[src/rtl/pipe_pkg.sv]
// Shared types and constants for the elastic pipeline register.
// The default payload layout is {pc, instr, meta}; a bubble is the canonical NOP with zero pc/meta.
package pipe_pkg;

    localparam int PC_W_DEF    = 32;
    localparam int INSTR_W_DEF = 32;
    localparam int META_W_DEF  = 8;

    localparam logic [31:0] NOP_INSTR = 32'h0000_0013;

    typedef struct packed {
        logic [PC_W_DEF-1:0]    pc;
        logic [INSTR_W_DEF-1:0] instr;
        logic [META_W_DEF-1:0]  meta;
    } pipe_payload_t;

    localparam pipe_payload_t PIPE_BUBBLE = '{pc: '0, instr: NOP_INSTR, meta: '0};

endpackage

[src/rtl/pipe_slot.sv]
// One valid+payload register. The payload register itself holds the bubble whenever the slot is empty,
// so the outputs come straight from flops.
module pipe_slot #(
    parameter int           W      = 72,
    parameter logic [W-1:0] BUBBLE = '0
) (
    input  logic         clk,
    input  logic         rst,
    input  logic         load,
    input  logic         unload,
    input  logic         clear,
    input  logic [W-1:0] d,
    output logic         valid,
    output logic [W-1:0] q
);

    always_ff @(posedge clk or posedge rst) begin
        if (rst) begin
            valid <= 1'b0;
            q     <= BUBBLE;
        end else if (clear) begin
            valid <= 1'b0;
            q     <= BUBBLE;
        end else if (load) begin
            valid <= 1'b1;
            q     <= d;
        end else if (unload) begin
            valid <= 1'b0;
            q     <= BUBBLE;
        end
    end

endmodule

[src/rtl/pipe_stage_elastic.sv]
// Elastic pipeline register carrying {pc, instr, meta} with valid/ready, flush and NOP bubbles.
// Define PIPE_SKID_EN for the 2-entry build (registered in_ready); otherwise 1 entry with comb in_ready.
module pipe_stage_elastic #(
    parameter int                 PC_W      = pipe_pkg::PC_W_DEF,
    parameter int                 INSTR_W   = pipe_pkg::INSTR_W_DEF,
    parameter int                 META_W    = pipe_pkg::META_W_DEF,
    parameter logic [INSTR_W-1:0] NOP_INSTR = INSTR_W'(pipe_pkg::NOP_INSTR)
) (
    input  logic               clk,
    input  logic               rst,
    input  logic               flush,
    input  logic               in_valid,
    output logic               in_ready,
    input  logic [PC_W-1:0]    in_pc,
    input  logic [INSTR_W-1:0] in_instr,
    input  logic [META_W-1:0]  in_meta,
    output logic               out_valid,
    input  logic               out_ready,
    output logic [PC_W-1:0]    out_pc,
    output logic [INSTR_W-1:0] out_instr,
    output logic [META_W-1:0]  out_meta,
    output logic [1:0]         occ
);

    localparam int           W      = PC_W + INSTR_W + META_W;
    localparam logic [W-1:0] BUBBLE = {{PC_W{1'b0}}, NOP_INSTR, {META_W{1'b0}}};

    logic [W-1:0] in_word;
    logic [W-1:0] main_d;
    logic [W-1:0] main_q;
    logic         main_valid;
    logic         main_load;
    logic         main_unload;
    logic         accept;
    logic         deliver;

    assign in_word   = {in_pc, in_instr, in_meta};
    assign accept    = in_valid && in_ready;
    assign deliver   = main_valid && out_ready;
    assign out_valid = main_valid;
    assign {out_pc, out_instr, out_meta} = main_q;

`ifdef PIPE_SKID_EN
    logic [W-1:0] skid_q;
    logic         skid_valid;
    logic         main_take;
    logic         skid_load;
    logic         skid_unload;

    // Ready depends only on the skid flop, so out_ready never reaches in_ready combinationally.
    assign in_ready    = !skid_valid;
    assign main_take   = !main_valid || deliver;
    assign main_load   = main_take && (skid_valid || accept);
    assign main_d      = skid_valid ? skid_q : in_word;
    assign main_unload = deliver;
    assign skid_load   = accept && main_valid && !deliver;
    assign skid_unload = skid_valid && deliver;
    assign occ         = {1'b0, main_valid} + {1'b0, skid_valid};

    pipe_slot #(.W(W), .BUBBLE(BUBBLE)) u_skid (
        .clk    (clk),
        .rst    (rst),
        .load   (skid_load),
        .unload (skid_unload),
        .clear  (flush),
        .d      (in_word),
        .valid  (skid_valid),
        .q      (skid_q)
    );
`else
    assign in_ready    = !main_valid || out_ready;
    assign main_load   = accept;
    assign main_d      = in_word;
    assign main_unload = deliver;
    assign occ         = {1'b0, main_valid};
`endif

    pipe_slot #(.W(W), .BUBBLE(BUBBLE)) u_main (
        .clk    (clk),
        .rst    (rst),
        .load   (main_load),
        .unload (main_unload),
        .clear  (flush),
        .d      (main_d),
        .valid  (main_valid),
        .q      (main_q)
    );

endmodule
[config.mk]
export PLATFORM = sky130hd
export DESIGN_NAME = pipe_stage_elastic
export DESIGN_NICKNAME = d
export VERILOG_FILES = /design/src/rtl/pipe_pkg.sv /design/src/rtl/pipe_slot.sv /design/src/rtl/pipe_stage_elastic.sv
export SDC_FILE = /design/constraint.sdc
export NUM_CORES = 1
export LEC_CHECK = 0
export ABC_AREA = 1
export CAP_MARGIN = 20
export CORE_MARGIN = 2
export CORE_UTILIZATION = 38
export DETAILED_ROUTE_END_ITERATION = 7
export GPL_TIMING_DRIVEN = 0
export PLACE_DENSITY = 0.77
export SLEW_MARGIN = 30
export SYNTH_ARGS = -nofsm -noshare
export SYNTH_HDL_FRONTEND = slang
export SYNTH_SLANG_ARGS = --single-unit
[constraint.sdc]
create_clock -name clk -period 6.2 [get_ports clk]
set_input_delay 0.62 -clock clk [delete_from_list [all_inputs] [get_ports clk]]
set_output_delay 0.62 -clock clk [all_outputs]
set_load 0.02 [all_outputs]
======== Word-level counts from Yosys, hierarchy flattened ========
Cells that the tools add are included.
word-level totals
  logic and storage cells ................. 13
  input bits .............................. 77
  flip-flop bits (word level) ............. 73
  output and inout port bits .............. 76
cells by class
  muxes and demuxes ....................... 6
  reductions and logical operators ........ 5
operators with widths
  kind                 number
  $mux W72             3
  $mux W1              3
  $reduce_bool A3 Y1   1
  $logic_and A1 B1 Y1  2
  $logic_not A1 Y1     1
  $logic_or A1 B1 Y1   1

======== Logic depth before layout (Yosys ltp) ========
Gate-level depths: netlist of run 1.
  depth in word-level cells ............... 5
  mapped depth ............................ 6
  gate-level depth less buffers ........... 6

======== Hierarchy ========
From an unflattened synthesis of run 1, not the netlist that was laid out.
unflattened totals
  cells, all modules ...................... 335
  area, all modules ....................... 3105.5 µm²
modules (own cells, without submodules)
  module              times used  seq. area each (µm²)  area each (µm²)  cells an instance
  pipe_slot           1           1830.5                3059.2           326
  pipe_stage_elastic  1           0.0                   46.3             9

======== Worst setup path after synthesis of run 1 ========
No wires, ideal clock.
  path type ............................... input -> output
  from .................................... input out_ready
  to ...................................... output in_ready
  data arrival time ....................... 0.964 ns
  cell stages on the path ................. 3
  slack ................................... 4.616 ns
  cells stage by stage .................... inv_1 -> nand2_1 -> buf_2
on the way
  cells in the longest elaborated chain, start to end .. 1
ends and longest elaborated chain
  item                RTL line                  source
  start: declaration  pipe_stage_elastic.sv:18  input logic out_ready,
  $logic_or A1 B1 Y1  pipe_stage_elastic.sv:71  assign in_ready = !main_valid || out_ready;
  end: declaration    pipe_stage_elastic.sv:13  output logic in_ready,
No other way between the ends.

======== Worst setup path in the final report of run 1 ========
Ends and elaborated chain as after synthesis.

==> impl_metrics.toml, run 1 <==
[timing]
finalCritPeriodShare = 0.435
rsz0062_at_grt = "false"
fmax_mhz = 371
holdWs_ns = 0.489
slew_viol_final = 0
fin_crit_ns = 2.70
setup_tns_ns = 0
final_hold_viol_count = 0
fin_skew_ns = 0.00676
setup_viol = 0

[critical_path]
cp_max_fo = 10
end_kind = "output pin"
cp-start-kind = "input port"
required_ns = 5.58
path_class = "input port to output pin"
crit_arrival_ns = 2.08

[drt]
ant_nets = 0
route.detailed.drc = 0
drt-total-wl_um = 8980
wl_per_cell_um = 14.7
via_per_inst = 4.92
dr.pass1.iters = 4
first_iter_violations = 143
vias = 3006

[logic_synthesis]
seq_area_frac_synth = 0.587
ys_ff_latch = 73
syn_inst = 338
ys_types = 13
synth_warnings = 0
netlist_area_mm2 = 0.00312
synthTopCellsByArea = "dfrtp_1, nand3_1, nand2_1, buf_4, dfstp_2"
yosys.area.top_type = "dfrtp_1"
synth.top_cell.area_share = 0.561
syn_nets = 415
syn_avg_cell_area_um2 = 9.23

[die]
die_height_um = 94.6
ios = 153
core_mm2 = 0.00809
rows = 33
dieArea_mm2 = 0.00895
die_w_um = 94.6
start_util = 0.386

[final_layout]
fin_nets = 578
drive_gt1_frac = 0.109
final_cell_area_mm2 = 0.00498
regArea_mm2 = 0.00183
fillers = 713
final_cell_mix = "clkdlybuf4s50_1, nand3_1, nand2_1"
multiInputGateArea_mm2 = 0.00104
area_delta_synth_final_pct = 59.7
layout_commonest_cell = "clkdlybuf4s50_1"
diodes = 0

[cts]
cts_setup_buffers = 0
h-tree-depth = 3
numCtsBuffers = 9
root_buffer = "clkbuf_8"
clock_latency_ns = 0.33
ctsHoldBuffers = 0
tritoncts = "built"
clkTransAtPathRegs_ns = 0.07
clock-sinks = 73
clk_path_buf_depth = 2
cts-resized-gates = 0

[global_route]
grt-ovfl-total = 0
grt_pass1_wl_um = 14500
grt_usage = 0.206
grt_max_degree = 40
antenna_found_initial = 0
grt_pass1_vias = 3049

[min_path]
hp-class = "flop to flop"

[placement]
port_buffers = 151
placed_cell_area_mm2 = 0.00479
place.gp.congestion = 0.777
hpwl_um = 6470

[run_status]
status = "completed"

[power_and_ir_drop]
power_mw = 1.13
leakagePower_nw = 2.43
p_per_area_mw_per_mm2 = 226
irDropWorstVdd_uv = 103

[run]
drv_cap = 0
==> through the flow <==
step | setup slack, ns | utilization | cells
4_1_cts | 3.51 | 0.616 | 611
3_5_place_dp | 3.51 | 0.591 | 595
3_3_place_gp | 2.56 | 0.589 | 594
2_1_floorplan | 3.73 | - | 338
6_report | 3.50 | 0.616 | 611
5_1_grt | 3.45 | 0.616 | 611
==> kinds of logic (layout without fill, tap and decap cells) <==
family / Yosys count / after routing / synth area share
and+or+nand+nor: 224 / 224 / 0.330
DFF: 73 / 73 / 0.587
buffers and inverters: 39 / 207 / 0.0802
other: 1 / 1 / 0.00120
AOI/OAI and AO/OA: 1 / 1 / 0.00160
==> state kept, by name, summed over array words and instances, names as in the netlist <==
register	count
u_main.q	72
u_main.valid	1
==> synth_stat cells <==
library cell  number
a21oi_1            1
buf_2             14
buf_4             11
buf_6              6
conb_1             1
dfrtp_1           70
dfstp_2            3
inv_1              6
inv_2              2
nand2_1           78
nand2_2            1
nand3_1          144
nor2_4             1
==> critical path: stages <==
cell and delay, ns:
clkdlybuf4s50_1 0.45, inv_1 0.03, nand2_1 0.09, buf_2 0.23
clkdlybuf4s50_1 0.64
==> worst paths after layout <==
| kind | from | end | slack [ns] | depth (start not counted) |
|---|---|---|---|---|
| worst max-delay path | out_ready | in_ready | 3.50 | 5 |
| worst max register to register | u_main.valid$_DFFE_PP0P_ | u_main.q[57]$_DFFE_PP0P_ | 4.96 | 6 |
| min in group asynchronous | rst | u_main.q[48]$_DFFE_PP0P_ | 0.65 | 2 |
| max in group asynchronous | rst | u_main.q[8]$_DFFE_PP1P_ | 4.92 | 3 |
| worst min-delay path | u_main.q[8]$_DFFE_PP1P_ | u_main.q[8]$_DFFE_PP1P_ | 0.49 | 2 |
| worst min register to register | u_main.q[8]$_DFFE_PP1P_ | u_main.q[8]$_DFFE_PP1P_ | 0.49 | 2 |
==> routing by layer <==
metal / GRT usage / share of wire / up-vias
met5: 0 / 0 / -
li1: - / - / 1451
met4: 0.0568 / 0.0068 / 0
met3: 0.0431 / 0.054 / 6
met1: 0.274 / 0.45 / 1442
met2: 0.342 / 0.49 / 107
==> where the power goes <==
group          switching (mW)  total, mW  internal, mW
registers              0.0162      0.521         0.505
logic                   0.118      0.237         0.118
clock network           0.174      0.370         0.196
==> layout make-up <==
type                            instances  area share
Buffer                                 31      0.0442
Inverter                                8     0.00653
Multi-Input combinational cell        226       0.209
Clock inverter                          5      0.0110
Clock buffer                           11      0.0284
Timing Repair Buffer                  152       0.307
Sequential cell                        73       0.367
Tap cell                              105      0.0264
Note: power is estimated with default switching activity, not from simulation.
==> run 2, diff against run 1 <==
- clock period: 6.2 -> 2.6 ns (I/O delays scaled with it)
==> results of run 2 <==
The final DEF is identical to that of run 1. Status: completed.
Among the figures that moved: setup slack after placement 3.51 ns -> 0.632 ns; clock-pin slew on the worst setup and hold paths 0.07 ns -> 0.08 ns; setup slack after layout 3.50 ns -> 0.579 ns; hold slack 0.489 ns -> 0.291 ns; start point of the critical path out_ready -> u_main.valid$_DFFE_PP0P_; register-to-register setup slack 4.96 ns -> 1.36 ns; total power 1.13 mW -> 2.69 mW; worst IR drop on VDD 103 µV -> 245 µV
